[src/rtl/mac_acc_pkg.sv]
// Shared types, constants and helpers for the signed MAC accumulator.
package mac_acc_pkg;

    // Frame control states.
    typedef enum logic [1:0] {
        StIdle,
        StAccum,
        StHold
    } state_e;

    localparam int unsigned PROD_W        = 64;
    localparam int unsigned LEN_DEFAULT   = 16;
    localparam int unsigned ACC_W_DEFAULT = 72;
    localparam int unsigned ACC_W_MAX     = 128;

    // Ceiling log2; returns 0 for value <= 1.
    function automatic int unsigned clog2(input int unsigned value);
        int unsigned res;
        res = 0;
        while ((64'd1 << res) < 64'(value)) begin
            res = res + 1;
        end
        return res;
    endfunction

    // Most positive signed value of a w-bit word, zero-extended to ACC_W_MAX bits.
    function automatic logic [ACC_W_MAX-1:0] sat_pos(input int unsigned w);
        logic [ACC_W_MAX-1:0] one;
        one = 1;
        return (one << (w - 1)) - one;
    endfunction

    // Most negative signed value of a w-bit word (only the low w bits are meaningful).
    function automatic logic [ACC_W_MAX-1:0] sat_neg(input int unsigned w);
        return ~sat_pos(w);
    endfunction

endpackage

[src/rtl/signed_mac_accumulator_64bit_sat_add.sv]
// Combinational ACC_W-bit signed adder with optional saturation.
module sat_add_signed
    import mac_acc_pkg::*;
#(
    parameter int unsigned ACC_W = ACC_W_DEFAULT,
    parameter bit          SAT   = 1'b1
) (
    input  logic [ACC_W-1:0] a,
    input  logic [ACC_W-1:0] b,
    output logic [ACC_W-1:0] sum,
    output logic             ovf
);

    localparam logic [ACC_W-1:0] MaxPos = ACC_W'(sat_pos(ACC_W));
    localparam logic [ACC_W-1:0] MinNeg = ACC_W'(sat_neg(ACC_W));

    logic [ACC_W:0] wide;

    // One-bit-wider add; the two top bits disagree exactly on signed overflow.
    always_comb begin
        wide = {a[ACC_W-1], a} + {b[ACC_W-1], b};
        ovf  = wide[ACC_W] ^ wide[ACC_W-1];
        sum  = wide[ACC_W-1:0];
        if (ovf && SAT) begin
            // wide[ACC_W] carries the true sign of the unbounded result.
            sum = wide[ACC_W] ? MinNeg : MaxPos;
        end
    end

endmodule

[src/rtl/signed_mac_accumulator_64bit.sv]
// Accumulates LEN signed 64-bit products into one frame sum and presents it on valid/ready.
module signed_mac_accumulator_64bit
    import mac_acc_pkg::*;
#(
    parameter int unsigned LEN   = LEN_DEFAULT,
    parameter int unsigned ACC_W = ACC_W_DEFAULT,
    parameter bit          SAT   = 1'b1
) (
    input  logic                       clk,
    input  logic                       rst,
    input  logic [PROD_W-1:0]          prod,
    input  logic                       in_valid,
    output logic                       in_ready,
    input  logic                       clear,
    output logic [ACC_W-1:0]           acc_out,
    output logic                       out_valid,
    input  logic                       out_ready,
    output logic                       overflow,
    output logic [clog2(LEN+1)-1:0]    term_cnt
);

    localparam int unsigned     CntW    = clog2(LEN + 1);
    localparam logic [CntW-1:0] LastCnt = CntW'(LEN - 1);

    state_e            state_q, state_d;
    logic [ACC_W-1:0]  acc_q, acc_d;
    logic [ACC_W-1:0]  acc_out_q, acc_out_d;
    logic              out_valid_q, out_valid_d;
    logic              ovf_q, ovf_d;
    logic [CntW-1:0]   cnt_q, cnt_d;

    logic [ACC_W-1:0]  prod_ext;
    logic [ACC_W-1:0]  add_sum;
    logic              add_ovf;
    logic              accept;

    assign prod_ext = ACC_W'($signed(prod));
    assign in_ready = (state_q != StHold);
    assign accept   = in_valid & in_ready;

    assign acc_out   = acc_out_q;
    assign out_valid = out_valid_q;
    assign overflow  = ovf_q;
    assign term_cnt  = cnt_q;

    sat_add_signed #(
        .ACC_W (ACC_W),
        .SAT   (SAT)
    ) u_add (
        .a   (acc_q),
        .b   (prod_ext),
        .sum (add_sum),
        .ovf (add_ovf)
    );

    // Next-state: clear beats everything; acc_q is always zero in StIdle, so the first
    // beat goes through the same adder as the rest.
    always_comb begin
        state_d     = state_q;
        acc_d       = acc_q;
        acc_out_d   = acc_out_q;
        out_valid_d = out_valid_q;
        ovf_d       = ovf_q;
        cnt_d       = cnt_q;
        if (clear) begin
            state_d     = StIdle;
            acc_d       = '0;
            cnt_d       = '0;
            ovf_d       = 1'b0;
            out_valid_d = 1'b0;
        end else begin
            unique case (state_q)
                StIdle, StAccum: begin
                    if (accept) begin
                        acc_d = add_sum;
                        cnt_d = cnt_q + CntW'(1);
                        ovf_d = ovf_q | add_ovf;
                        if (cnt_q == LastCnt) begin
                            state_d     = StHold;
                            acc_out_d   = add_sum;
                            out_valid_d = 1'b1;
                        end else begin
                            state_d = StAccum;
                        end
                    end
                end
                StHold: begin
                    if (out_ready) begin
                        state_d     = StIdle;
                        acc_d       = '0;
                        cnt_d       = '0;
                        ovf_d       = 1'b0;
                        out_valid_d = 1'b0;
                    end
                end
                default: state_d = StIdle;
            endcase
        end
    end

    // State and datapath registers.
    always_ff @(posedge clk or posedge rst) begin
        if (rst) begin
            state_q     <= StIdle;
            acc_q       <= '0;
            acc_out_q   <= '0;
            out_valid_q <= 1'b0;
            ovf_q       <= 1'b0;
            cnt_q       <= '0;
        end else begin
            state_q     <= state_d;
            acc_q       <= acc_d;
            acc_out_q   <= acc_out_d;
            out_valid_q <= out_valid_d;
            ovf_q       <= ovf_d;
            cnt_q       <= cnt_d;
        end
    end

endmodule

[config.mk]
export PLATFORM = sky130hd
export DESIGN_NAME = signed_mac_accumulator_64bit
export DESIGN_NICKNAME = d
export VERILOG_FILES = /design/src/rtl/mac_acc_pkg.sv /design/src/rtl/signed_mac_accumulator_64bit_sat_add.sv /design/src/rtl/signed_mac_accumulator_64bit.sv
export SDC_FILE = /design/constraint.sdc
export NUM_CORES = 1
export LEC_CHECK = 0
export BUFFER_PORTS_ARGS = -buffer_cell sky130_fd_sc_hd__clkbuf_2
export CAP_MARGIN = 25
export CORE_MARGIN = 2
export CORE_UTILIZATION = 53
export DETAILED_ROUTE_END_ITERATION = 12
export PLACE_DENSITY = 0.87
export SKIP_LAST_GASP = 1
export SYNTH_ARGS = -nofsm -noshare
export SYNTH_HDL_FRONTEND = slang
export SYNTH_SLANG_ARGS = --single-unit
[constraint.sdc]
create_clock -name clk -period 4.8 [get_ports clk]
set_input_delay 0.48 -clock clk [delete_from_list [all_inputs] [get_ports clk]]
set_output_delay 0.48 -clock clk [all_outputs]
set_load 0.1 [all_outputs]
Word level (Yosys, flattened, before mapping)
Cells that the tools add are included.
- output and inout port bits: 80
- input port bits: 69
- flip-flop bits (word level): 153
- logic and storage cells: 49
- reductions and logical operators: 7
- $add $sub $neg: 2
- muxes and demuxes: 23
- bitwise operators: 4
- equal/unequal tests: 7
- operators by type and width (kind ; count):
    $mux W72 ; 5
    $pmux W72 S2 ; 1
    $add A72 B64 Y73 ; 1
    $mux W5 ; 3
    $pmux W5 S2 ; 1
    $ne A3 B3 Y1 const B ; 3
    $mux W2 ; 4
    $reduce_and A4 Y1 ; 2
    $mux W1 ; 6
    $add A5 B1 Y5 const B ; 1
    $eq A5 B4 Y1 const B ; 1
    $pmux W1 S2 ; 2
    $pmux W2 S2 ; 1
    $reduce_and A3 Y1 ; 1
    $reduce_bool A3 Y1 ; 1
    $eq A2 B1 Y1 const B ; 1
    $eq A2 B2 Y1 const B ; 1
    $logic_not A2 Y1 ; 1
    $ne A2 B2 Y1 const B ; 1
    $reduce_and A2 Y1 ; 1
    $reduce_or A2 Y1 ; 1
    $and A1 B1 Y1 ; 1
    $not A1 Y1 ; 1
    $or A1 B1 Y1 ; 1
    $xor A1 B1 Y1 ; 1

Logic depth before layout (Yosys ltp)
Gate-level depths: netlist (run 1).
- word-level depth: 6
- depth in mapped cells: 15
- mapped depth without buffers: 13

Modules after synthesis
A second synthesis (run 1) with hierarchy kept.
- cells, all modules: 1115
- area, all modules: 10881.7 um^2
- by module, submodules not included (module ; cells each ; instances ; area an instance (um^2)):
    signed_mac_accumulator_64bit ; 357 ; 1 ; 5734.2
    sat_add_signed ; 758 ; 1 ; 5147.4

Worst setup path after synthesis (run 1)
Ideal clock, no wire load.
- kind: input -> register
- start: input prod[6]
- end: register acc_q[11]
- cell stages on the path: 14
- required time: 4.713 ns
- setup slack: 1.147 ns
- arrival: 3.566 ns
- cell sequence: ha_1 a21oi_1 o211a_1 o32a_1 a31oi_4 o2111ai_2 a2111oi_4 o2111ai_2 a31oi_2 mux2i_2 nand2_1 buf_4 buf_4 o211ai_1
- longest elaborated chain between the ends: 6
- ends and longest elaborated chain (element ; line ; RTL):
    start, declared ; signed_mac_accumulator_64bit.sv:11 ; input logic [PROD_W-1:0] prod,
    $add A72 B64 Y73 (*) ; signed_mac_accumulator_64bit_sat_add.sv:21 ; wide = {a[ACC_W-1], a} + {b[ACC_W-1], b};
    $mux W72 / $xor A1 B1 Y1 (equally long branches) ; signed_mac_accumulator_64bit_sat_add.sv:26, signed_mac_accumulator_64bit_sat_add.sv:22 ;
    $mux W72 (*) ; signed_mac_accumulator_64bit_sat_add.sv:24 ; if (ovf && SAT) begin
    $mux W72 (*) ; signed_mac_accumulator_64bit.sv:74 ; if (accept) begin
    $pmux W72 S2 (*) ; signed_mac_accumulator_64bit.sv:72 ; unique case (state_q)
    $mux W72 (*) ; signed_mac_accumulator_64bit.sv:65 ; if (clear) begin
    end signal, assigned ; signed_mac_accumulator_64bit.sv:105 ; acc_q <= '0;
    end signal, assigned ; signed_mac_accumulator_64bit.sv:112 ; acc_q <= acc_d;
    end, declared ; signed_mac_accumulator_64bit.sv:26 ; logic [ACC_W-1:0] acc_q, acc_d;
Mark *: on every way between the ends. The rest lies on a longest branch, timed or not. The select of a mux whose other input is x is not followed.
A chain may end at the register's enable or synchronous reset.

Worst setup path in the final report (run 1)
- start: register acc_q[2]
- end: register acc_q[15]
- longest elaborated chain between the ends: 6
- ends and longest elaborated chain (element ; line):
    $add A72 B64 Y73 (*) ; signed_mac_accumulator_64bit_sat_add.sv:21
    $mux W72 / $xor A1 B1 Y1 (equally long branches) ; signed_mac_accumulator_64bit_sat_add.sv:26, signed_mac_accumulator_64bit_sat_add.sv:22
    $mux W72 (*) ; signed_mac_accumulator_64bit_sat_add.sv:24
    $mux W72 (*) ; signed_mac_accumulator_64bit.sv:74
    $pmux W72 S2 (*) ; signed_mac_accumulator_64bit.sv:72
    $mux W72 (*) ; signed_mac_accumulator_64bit.sv:65
Marked as above.

==> results.md, run 1 <==
- Post-Synth Adder-Cell Area: 0.09149
- Final wirelength: 28.48 mm
- Syn nets: 1,377
- Initial antenna violation count: 0
- Die Span Y: 143.7 um
- Pin count of the biggest net entering global routing: 115
- Most frequent cells in the layout: nand2_1 (213), a21oi_1 (161), dfrtp_1 (153)
- Via/cell ratio: 6.030
- Final Wtd Congestion: 0.9589
- Drt pass-1 iters: 7
- IO Port Bufs: 148
- WL per Instance: 17.52 um
- Num CTS Buffers: 17
- Multi-input gate area: 6146 sq um
- Setup-failing EPs final: 0
- Max IR drop VDD: 280.9 uV
- Int Power: 0.003027 W
- First-pass GRT wire length: 46.17 mm
- Commonest non-fill, non-tap cell in the layout: nand2_1
- Post-CTS setup buffers: 0
- FF-to-FF path depth: 13
- Remaining Overflow, GRT: 0
- Post-route insts no fill: 1,625
- Area leader, netlist: dfrtp_1
- Post-CTS resize count: 0
- GR Util All Layers: 0.2788
- Post-synthesis compound-gate area fraction: 0.2572
- Largest family of logic cells by synthesized area: compound AO/OA/AOI/OAI gates
- Worst EP arrival: 4.74 ns
- Layout area overhead: 15.03%
- EDFF count, synth: 0
- Vias after detailed routing: 9,798
- Residual DRC count: 0
- Worst-path fanout max: 34
- Crit Path Category: flip-flop to flip-flop
- Run status: finished, final reports clean
- Crit path launch type: flip-flop
- Worst-Margin Slew: 0.8135 ns
- FILL cells: 1,699
- Worst Hold Class: input pin to flip-flop
- Placed insts: 1,590
- Synth area leaders: dfrtp_1 (37%), ha_1 (9.0%), nand2_1 (7.8%)
- Sw Pwr: 0.001916 W
- Required @ worst endpoint: 5.14 ns
- Worst rel slew slack: 0.4576
- Clock Path Buffers: 2
- Post-synthesis xor/xnor area fraction: 0.05845
- Hold Path Depth: 2
- DRT antenna net count: 0
- Predominant post-synthesis flop cell: dfrtp_1
- Final period util: 0.9166
- CTS root buffer: clkbuf_16
- Simple-Gate Fraction of Synth Area: 0.1820
- # diodes: 0
- Layout cells sized above 1: 0.1596
- Logic pwr share: 0.409
- Unrepaired setup endpoints after global routing: no
- Sum Neg Setup Slack: 0 ns
- Synth unique cells: 66
- Clock transition at the registers of the reported paths: 0.07 ns
- Hold Buf Count CTS: 0
- Leak: 5.908 nW
- DIE AREA: 20,640 sq um
- Max cap viols: 0
- Worst Skew: 0.008900 ns
- Max-slew violations: 0
- Worst skew pair latency: 0.44 ns
- Mapped Cells: 1,233
- Io pins: 149
- Half-perimeter wire length after placement: 20.38 mm
- Mux cell area share after synthesis: 0.002662
- Post-synth top area share: 0.3703
- Via count of the first global-routing pass: 9,593
- Slowest cell on crit path: mux2i_2
- Fmax: 227.3 MHz
- Fraction of registers with async set/reset: 1.000
- Clock sinks: 153
- Drt initial violations: 857
- Net Sw Frac: 0.3875
- Yosys warning count: 0
- Max stage delay on crit path: 0.62 ns
- Nets: 1,491
- Mapped Area: 10,340 sq um
- Storage element area: 3829 sq um
- Initial core utilization: 0.5365
- Post-Syn Area per Cell: 8.385 sq um
- Clock period minus worst slack: 4.400 ns
- CTS tree: built
- CP Cell Sequence: ha_1 > o211ai_1 > o21ai_0 > nand4_1 > a31oi_4 > o2111ai_2 > a2111oi_4 > o2111ai_2 > a31oi_2 > mux2i_2 > nand2_2 > buf_4 > o211ai_1
- Die W: 143.7 um
- Core region area: 19,270 sq um
- Num rows: 51
- Flop pwr share: 0.306
- Final Hold Viols: 0
- #FFs+latches synth: 153
- Clk pwr share: 0.285
- Cell area power density: 415.6 nW/um^2
- H-tree levels: 4
- CP Capture Type: flip-flop
- Seq/Total Area, Yosys: 0.3703
## power groups by stage
| stage | Clock, W | Combinational (W) | Sequential [W] |
|---|---|---|---|
| after global routing | 0.00147 | 0.00223 | 0.00153 |
| after floorplan | 0 | 0.00151 | 0.00154 |
| final | 0.00141 | 0.00202 | 0.00151 |
| after global placement | 0 | 0.00193 | 0.00152 |
| after detailed placement | 0 | 0.00197 | 0.00153 |
| after CTS | 0.00141 | 0.00199 | 0.00151 |
## flip-flops by register name, indices dropped and copies added, names as in the netlist
register / count
out_valid: 1
overflow: 1
term_cnt: 5
acc_q: 72
state_q: 2
acc_out: 72
## area by class of cell
| class | instances | share of cell area |
|---|---|---|
| Tap cell | 265 | 0.02788 |
| Timing Repair Buffer | 165 | 0.07701 |
| Inverter | 16 | 0.005471 |
| Clock inverter | 12 | 0.01252 |
| Sequential cell | 153 | 0.3219 |
| Clock buffer | 20 | 0.03840 |
| Multi-Input combinational cell | 994 | 0.5168 |
## layer usage
metal | vias up | part of all wire | track usage
met5 | - | 0 | 0
met4 | 0 | 0.028 | 0.1223
met3 | 70 | 0.066 | 0.04099
met2 | 403 | 0.47 | 0.4536
met1 | 4663 | 0.44 | 0.3711
li1 | 4662 | - | -
## critical path: cells and delay by family (launching register included)
family / cells / cell delay, ns
AOI/OAI and AO/OA: 8 / 2.12
muxes: 1 / 0.62
and+or+nand+nor: 2 / 0.47
DFF: 1 / 0.41
adders and majority gates: 1 / 0.38
buffers and inverters: 1 / 0.28
## synthesized netlist by cell type (4+ instances only)
library cell,count
a2111oi_0,4
a211oi_1,8
a21boi_0,4
a21o_1,34
a21oi_1,161
a31oi_1,11
a32oi_1,5
and2_1,11
and3_1,7
buf_2,13
buf_4,6
buf_6,4
clkbuf_1,47
dfrtp_1,153
ha_1,74
inv_1,16
nand2_1,215
nand2b_1,8
nand3_1,25
nand4_1,23
nor2_1,113
nor2b_1,5
nor3_1,8
o211a_1,4
o211ai_1,64
o21a_1,14
o21ai_0,53
o21bai_1,12
or2_2,4
or3_1,4
xnor2_1,42
xor2_1,27
## cell families after synthesis
group,count (synthesis)
AOI/OAI and AO/OA,412
adders and majority gates,75
DFF,153
xor gates and xnor gates,69
buffers and inverters,86
and+or+nand+nor,436
muxes,2
## path summary, 6_finish.rpt
path / from / to / slack, ns
max: acc_q[2] / acc_q[15] / 0.40
min: out_ready / state_q[1] / 0.24
max reg2reg: acc_q[2] / acc_q[15] / 0.40
min reg2reg: acc_out[22] / acc_out[22] / 0.49
max in group asynchronous: rst / acc_out[43] / 2.95
min in group asynchronous: rst / acc_q[51] / 0.53
## per-stage QoR
stage | setup WS, ns | power, W | cell area [sq um] | hold WS [ns] | utilization
6_report | 0.4002 | 0.004943 | 11890 | 0.2404 | 0.6171
5_1_grt | 0.1498 | 0.005229 | 11890 | 0.2455 | 0.6171
4_1_cts | 0.4782 | 0.004912 | 11840 | 0.2387 | 0.6141
3_5_place_dp | 0.3502 | 0.003496 | 11230 | 0.4811 | 0.5827
3_3_place_gp | 0.5228 | 0.003452 | 11230 | 0.4660 | 0.5827
2_1_floorplan | 0.1986 | 0.003044 | 10340 | 0.4538 | -
Power figures use the tool's default switching activity.
==> run 2: changes to the inputs <==
--- a/config.mk
+++ b/config.mk
@@ -7,9 +7,11 @@
 export LEC_CHECK = 0
 export BUFFER_PORTS_ARGS = -buffer_cell sky130_fd_sc_hd__clkbuf_2
 export CAP_MARGIN = 25
+export CORE_ASPECT_RATIO = 1.25
 export CORE_MARGIN = 2
 export CORE_UTILIZATION = 53
 export DETAILED_ROUTE_END_ITERATION = 12
+export GPL_TIMING_DRIVEN = 1
 export PLACE_DENSITY = 0.87
 export SKIP_LAST_GASP = 1
 export SYNTH_ARGS = -nofsm -noshare
==> run 2 against run 1 <==
Sequential cell count unchanged. Clock skew up 0.0017 ns. Sequential power about the same. Hold slack better by 0.0045 ns. Largest power group unchanged. Critical endpoint is now acc_q[14]. Sequential share of layout area up 0.058 points. Critical path depth unchanged. Clock power about the same.
==> results.md, run 2 (synthesized netlist as in run 1, its figures left out) <==
- Run status: finished, final reports clean
- CP Capture Type: flip-flop
- GR Util All Layers: 0.2836 (+0.004793)
- Final worst slack: 0.5365 ns (+0.1363 ns)
- Worst EP arrival: 4.61 ns (-0.13 ns)
- Vias after detailed routing: 9,764 (-0.35%)
- Remaining Overflow, GRT: 0 (unchanged)
- Final Hold Viols: 0 (unchanged)
- Worst-Margin Slew: 0.8556 ns (+0.04207 ns)
- DIE AREA: 20,650 sq um (about the same)
- Setup-failing EPs final: 0 (unchanged)
- Clock Path Buffers: 2 (unchanged)
- Post-CTS resize count: 0 (unchanged)
- Worst hold slack: 0.2449 ns (+0.004531 ns)
- Max-slew violations: 0 (unchanged)
- Clock transition at the registers of the reported paths: 0.06 ns (about the same)
- Slowest cell on crit path: a2111oi_4
- Worst r2r src: acc_q[2]
- Num rows: 57 (+12%)
- Max stage delay on crit path: 0.44 ns (-0.18 ns)
- Initial antenna violation count: 0 (unchanged)
- Max cap viols: 0 (unchanged)
- Logic pwr share: 0.412 (+0.003)
- Worst rel slew slack: 0.4148 (-0.04280)
- Clk pwr share: 0.286 (about the same)
- Worst reg2reg setup slack: 0.54 ns (+0.14 ns)
- Layout cells sized above 1: 0.1596 (unchanged)
- # diodes: 0 (unchanged)
- Worst Hold Class: input pin to flip-flop
- Final Wtd Congestion: 0.9455 (-1.4%)
- Fmax: 234.6 MHz (+3.2%)
- Num CTS Buffers: 17 (unchanged)
- Sum Neg Setup Slack: 0 ns (unchanged)
- Crit Path Category: flip-flop to flip-flop
- Most frequent cells in the layout: nand2_1 (213), a21oi_1 (161), dfrtp_1 (153)
- Hold Crit Start: out_ready
- H-tree levels: 4 (unchanged)
- Sw Pwr: 0.001936 W (+1.1%)
- Worst skew pair latency: 0.44 ns (about the same)
- Commonest non-fill, non-tap cell in the layout: nand2_1
- CTS root buffer: clkbuf_16
- Max IR drop VDD: 265.4 uV (-5.5%)
- Final Instance Area: 11,870 sq um (-0.18%)
- Core region area: 19,260 sq um (about the same)
- Half-perimeter wire length after placement: 20.80 mm (+2.0%)
- Layout area overhead: 14.83%
- Clock sinks: 153 (unchanged)
- Unrepaired setup endpoints after global routing: no
- Final wirelength: 28.61 mm (+0.46%)
- CTS tree: built
- Area post-placement: 11,230 sq um (about the same)
- Post-CTS setup buffers: 0 (unchanged)
- IO Port Bufs: 148 (unchanged)
- FF-to-FF path depth: 13 (unchanged)
- Initial core utilization: 0.5369 (about the same)
- Clock period minus worst slack: 4.263 ns (-0.1363 ns)
- Int Power: 0.003056 W (+0.93%)
- Pre-CTS WS: 0.3820 ns (+0.03186 ns)
- Leak: 5.925 nW (+0.30%)
- Drt initial violations: 797 (-7.0%)
- Drt pass-1 iters: 6 (-1)
- First-pass GRT wire length: 47.22 mm (+2.3%)
- Worst Setup SP: acc_q[2]
- WL per Instance: 17.93 um (+2.3%)
- Net Sw Frac: 0.3878 (about the same)
- Crit path launch type: flip-flop
- Final period util: 0.8882 (-0.02840)
- Residual DRC count: 0 (unchanged)
- Die W: 128.9 um (-10%)
- Io pins: 149 (unchanged)
- Via/cell ratio: 6.118 (+1.5%)
- Hold Path Depth: 2 (unchanged)
- Via count of the first global-routing pass: 9,732 (+1.4%)
- Worst-path fanout max: 39 (+15%)
- Nets: 1,493 (+0.13%)
- Worst Skew: 0.01062 ns (+0.001720 ns)
- CP Cell Sequence: ha_1 > o211ai_1 > o21ai_0 > nand4_1 > a31oi_4 > o2111ai_2 > a2111oi_4 > o2111ai_2 > a31oi_1 > mux2i_4 > buf_4 > nand2_1 > o211ai_1
- Flop pwr share: 0.302 (-0.004)
- Die Span Y: 160.2 um (+11%)
- Hold path endpoint: state_q[1]
- Cell area power density: 420.5 nW/um^2 (+1.2%)
- DRT antenna net count: 0 (unchanged)
- Pin count of the biggest net entering global routing: 105 (-8.7%)
- Required @ worst endpoint: 5.14 ns (about the same)
- Worst reg2reg path endpoint: acc_q[14]
==> run 2: cell count changes in the layout (fill, tap and decap cells not counted) <==
cell,previous run,this run
bufinv_16,3,4
clkinvlp_4,4,2
clkinv_2,4,3
clkbuf_8,2,0
buf_4,13,15
clkinv_4,1,2
inv_6,1,2
==> run 2: metal layers <==
layer  up-vias  track usage  wire length (um)
li1       4669            -                 -
met1      4665       0.3564             12000
met2       352       0.4836             14220
met3        78      0.03987              1314
met4         0       0.1235              1077
met5         -            0                 0
==> run 2: power by group through the flow <==
| stage | logic [W] | clock network, W | registers (W) |
|---|---|---|---|
| CTS | 0.00202 | 0.00144 | 0.00151 |
| global placement | 0.00196 | 0 | 0.00152 |
| detailed placement | 0.00200 | 0 | 0.00153 |
| finish | 0.00206 | 0.00143 | 0.00151 |
| floorplan | 0.00151 | 0 | 0.00154 |
| global route | 0.00227 | 0.00149 | 0.00152 |
==> run 2: final cells by class <==
class	instances	area (sq um)
repair buffers	167	930.9
clock buffers	18	429.2
fillers	1666	7385
inverters	16	65.06
clock inverters	12	176.4
multi-input cells	994	6146
well taps	236	295.3
flip-flops and latches	153	3829
==> run 2: worst max-delay path by stage <==
stage / endpoint / slack [ns] / cells past startpoint
after floorplan: acc_out[0] / 0.20 / 1
after global placement: acc_q[37] / 0.56 / 14
after detailed placement: acc_out[45] / 0.38 / 14
after CTS: acc_q[14] / 0.54 / 13
after global routing: acc_q[67] / 0.21 / 12
final: acc_q[14] / 0.54 / 13
==> run 2: what timing repair did <==
action                                 CTS  global route
hold buffers                             0             1
setup endpoints to repair                0             0
endpoints found under the hold margin    0             7
==> run 2: critical path: cells and delay by family (launching register included) <==
family,cells,cell delay [ns]
compound gates,8,2.19
simple gates,2,0.49
flops,1,0.40
buf+inv,1,0.39
fa+ha+maj,1,0.37
mux,1,0.30
==> run 2: stage by stage <==
step | util | instances | power [W]
floorplan | - | 1233 | 0.003044
global placement | 0.5831 | 1564 | 0.003484
detailed placement | 0.5831 | 1564 | 0.003524
CTS | 0.6146 | 1594 | 0.004972
global route | 0.6165 | 1596 | 0.005287
finish | 0.6165 | 1596 | 0.004991
==> run 3: changes to the inputs <==
--- a/config.mk
+++ b/config.mk
@@ -8,7 +8,6 @@
 export BUFFER_PORTS_ARGS = -buffer_cell sky130_fd_sc_hd__clkbuf_2
 export CAP_MARGIN = 25
 export CORE_ASPECT_RATIO = 1.25
-export CORE_MARGIN = 2
 export CORE_UTILIZATION = 53
 export DETAILED_ROUTE_END_ITERATION = 12
 export GPL_TIMING_DRIVEN = 1
==> run 3 against run 2 <==
Maximum frequency decreased by 0.70%. Cell count down 0.19%. Cell area hardly changed. Combinational power is essentially flat. First-iteration DRC count shrank 3.9%. Critical path depth did not move. Sequential power is essentially flat. Clock skew fell by 0.0030 ns. Non-clock buffer count did not move. Worst setup slack lost 0.030 ns. Critical path type unchanged.
==> results.md, run 3 (synthesized netlist as in run 1, its figures left out) <==
- Via/cell ratio: 6.173 (+0.91%)
- # diodes: 0 (unchanged)
- Remaining Overflow, GRT: 0 (unchanged)
- Placed insts: 1,560 (-0.26%)
- Pin count of the biggest net entering global routing: 111 (+5.7%)
- Clock sinks: 153 (unchanged)
- Max stage delay on crit path: 0.74 ns (+0.30 ns)
- Io pins: 149 (unchanged)
- Num rows: 56 (-1.8%)
- Final Wtd Congestion: 0.9580 (+1.3%)
- Top Family by Delay on Critical Path: compound AO/OA/AOI/OAI gates
- First-pass GRT wire length: 47.24 mm (about the same)
- Vias after detailed routing: 9,834 (+0.72%)
- Worst reg2reg path endpoint: acc_out[27]
- Sum Neg Setup Slack: 0 ns (unchanged)
- Cell area power density: 419.2 nW/um^2 (-0.29%)
- FF-to-FF path depth: 13 (unchanged)
- IO Port Bufs: 148 (unchanged)
- Clock period minus worst slack: 4.293 ns (+0.03001 ns)
- Post-CTS resize count: 0 (unchanged)
- CP Cell Sequence: ha_1 > o21ai_0 > a2111oi_0 > a22oi_1 > o211ai_1 > a21oi_1 > o21ai_2 > o21a_1 > nand2_1 > mux2i_2 > nor2_4 > buf_4 > a21oi_1
- Required @ worst endpoint: 5.15 ns (about the same)
- Drt initial violations: 766 (-3.9%)
- CTS tree: built
- H-tree levels: 4 (unchanged)
- Final Hold Viols: 0 (unchanged)
- Slowest cell on crit path: a2111oi_0
- Core region area: 18,920 sq um (-1.8%)
- Initial antenna violation count: 0 (unchanged)
- Hold path endpoint: state_q[1]
- Hold Crit Start: out_ready
- Worst-path fanout max: 20 (-49%)
- Most frequent cells in the layout: nand2_1 (213), a21oi_1 (161), dfrtp_1 (153)
- Area post-placement: 11,220 sq um (about the same)
- Half-perimeter wire length after placement: 20.53 mm (-1.3%)
- Post-layout utilization of the core: 0.6271 (+0.01061)
- Worst reg2reg setup slack: 0.51 ns (-0.03 ns)
- Worst Skew: 0.007660 ns (-0.002959 ns)
- WL per Instance: 18.14 um (+1.2%)
- Setup-failing EPs final: 0 (unchanged)
- Clock transition at the registers of the reported paths: 0.07 ns (about the same)
- Drt pass-1 iters: 6 (unchanged)
- DIE AREA: 20,070 sq um (-2.8%)
- Die Span Y: 158.2 um (-1.2%)
- Worst Setup SP: acc_q[7]
- Final wirelength: 28.90 mm (+1.0%)
- Num CTS Buffers: 17 (unchanged)
- Worst skew pair latency: 0.44 ns (about the same)
- Layout area overhead: 14.75% (about the same)
- Residual DRC count: 0 (unchanged)
- Worst EP arrival: 4.65 ns (+0.04 ns)
- Fmax: 232.9 MHz (-0.70%)
- Max cap viols: 0 (unchanged)
- GR Util All Layers: 0.2963 (+0.01271)
- Run status: finished, final reports clean
- Crit path launch type: flip-flop
- Initial core utilization: 0.5465 (+0.009588)
- Unrepaired setup endpoints after global routing: no
- Hold Path Depth: 2 (unchanged)
- Layout cells sized above 1: 0.1594 (about the same)
- Commonest non-fill, non-tap cell in the layout: nand2_1
- Final period util: 0.8945 (+0.006251)
- Cell mode on critical path: a21oi_1
- Clock Path Buffers: 2 (unchanged)
- DRT antenna net count: 0 (unchanged)
- Nets: 1,493 (unchanged)
- Die W: 126.9 um (-1.6%)
- Worst Hold Class: input pin to flip-flop
- Crit Path Category: flip-flop to flip-flop
- Post-route insts no fill: 1,593 (-0.19%)
- Final Instance Area: 11,860 sq um (about the same)
- Worst-Margin Slew: 0.8253 ns (-0.03028 ns)
- CP Capture Type: flip-flop
- CTS root buffer: clkbuf_16
- Crit path buf inv count: 1 (unchanged)
- Worst rel slew slack: 0.4355 (+0.02071)
- Max-slew violations: 0 (unchanged)
- FILL cells: 1,604 (-3.7%)
- Via count of the first global-routing pass: 9,866 (+1.4%)
- Max IR drop VDD: 252.1 uV (-5.0%)
- Leak: 5.914 nW (-0.18%)
- Worst r2r src: acc_q[7]
==> run 3: cell count changes in the layout (fill, tap and decap cells not counted), sizes merged <==
cell / before / now
clkinv: 5 / 1
clkbuf: 166 / 169
clkinvlp: 2 / 4
bufinv: 4 / 3
inv: 17 / 18
==> run 3: per-stage QoR <==
step	total power [W]	setup WS (ns)	hold slack, ns
floorplan	0.003044	0.1986	0.4538
CTS	0.004942	0.5835	0.2270
global placement	0.003471	0.5536	0.4648
global route	0.005257	0.1839	0.2333
finish	0.004974	0.5065	0.2322
detailed placement	0.003516	0.4179	0.4767
==> run 3: timing repair <==
action	in CTS	in global routing
endpoints found under the hold margin	0	9
hold buffers	0	1
setup buffers	0	0
==> run 3: worst max path at each step <==
stage | cells after the start | end
after CTS | 13 | acc_out[37]
after detailed placement | 14 | acc_out[37]
after floorplan | 1 | acc_out[0]
after global routing | 13 | acc_out[37]
after global placement | 14 | acc_out[21]
final | 13 | acc_out[27]
==> run 3: routing by layer <==
layer | track usage | routed length, um | vias to the layer above
li1 | - | - | 4665
met1 | 0.3466 | 11940 | 4658
met2 | 0.5173 | 14090 | 411
met3 | 0.05542 | 1639 | 100
met4 | 0.1565 | 1226 | 0
met5 | 0 | 0 | -
==> run 3: worst reg2reg max path, cell delays in order (launching register included) <==
cell       delay (ns)
dfrtp_1          0.40
ha_1             0.38
o21ai_0          0.16
a2111oi_0        0.75
a22oi_1          0.21
o211ai_1         0.40
a21oi_1          0.19
o21ai_2          0.34
o21a_1           0.21
nand2_1          0.08
mux2i_2          0.48
nor2_4           0.19
buf_4            0.26
a21oi_1          0.16
==> run 3: where the power goes <==
part	total, W	leakage [nW]	switching (W)	internal, W
logic	0.00206	3.54	0.00129	0.000769
registers	0.00151	2.09	0.0000845	0.00142
clock network	0.00141	0.282	0.000566	0.000845
total	0.00497	5.91	0.00194	0.00304
==> run 3: cell type report <==
type,instances,area [sq um],area share
multi-input cells,994,6146,0.5180
flip-flops and latches,153,3829,0.3227
repair buffers,167,930.9,0.07846
clock buffers,21,460.4,0.03881
well taps,232,290.3,0.02447
clock inverters,10,142.6,0.01202
inverters,16,65.06,0.005484
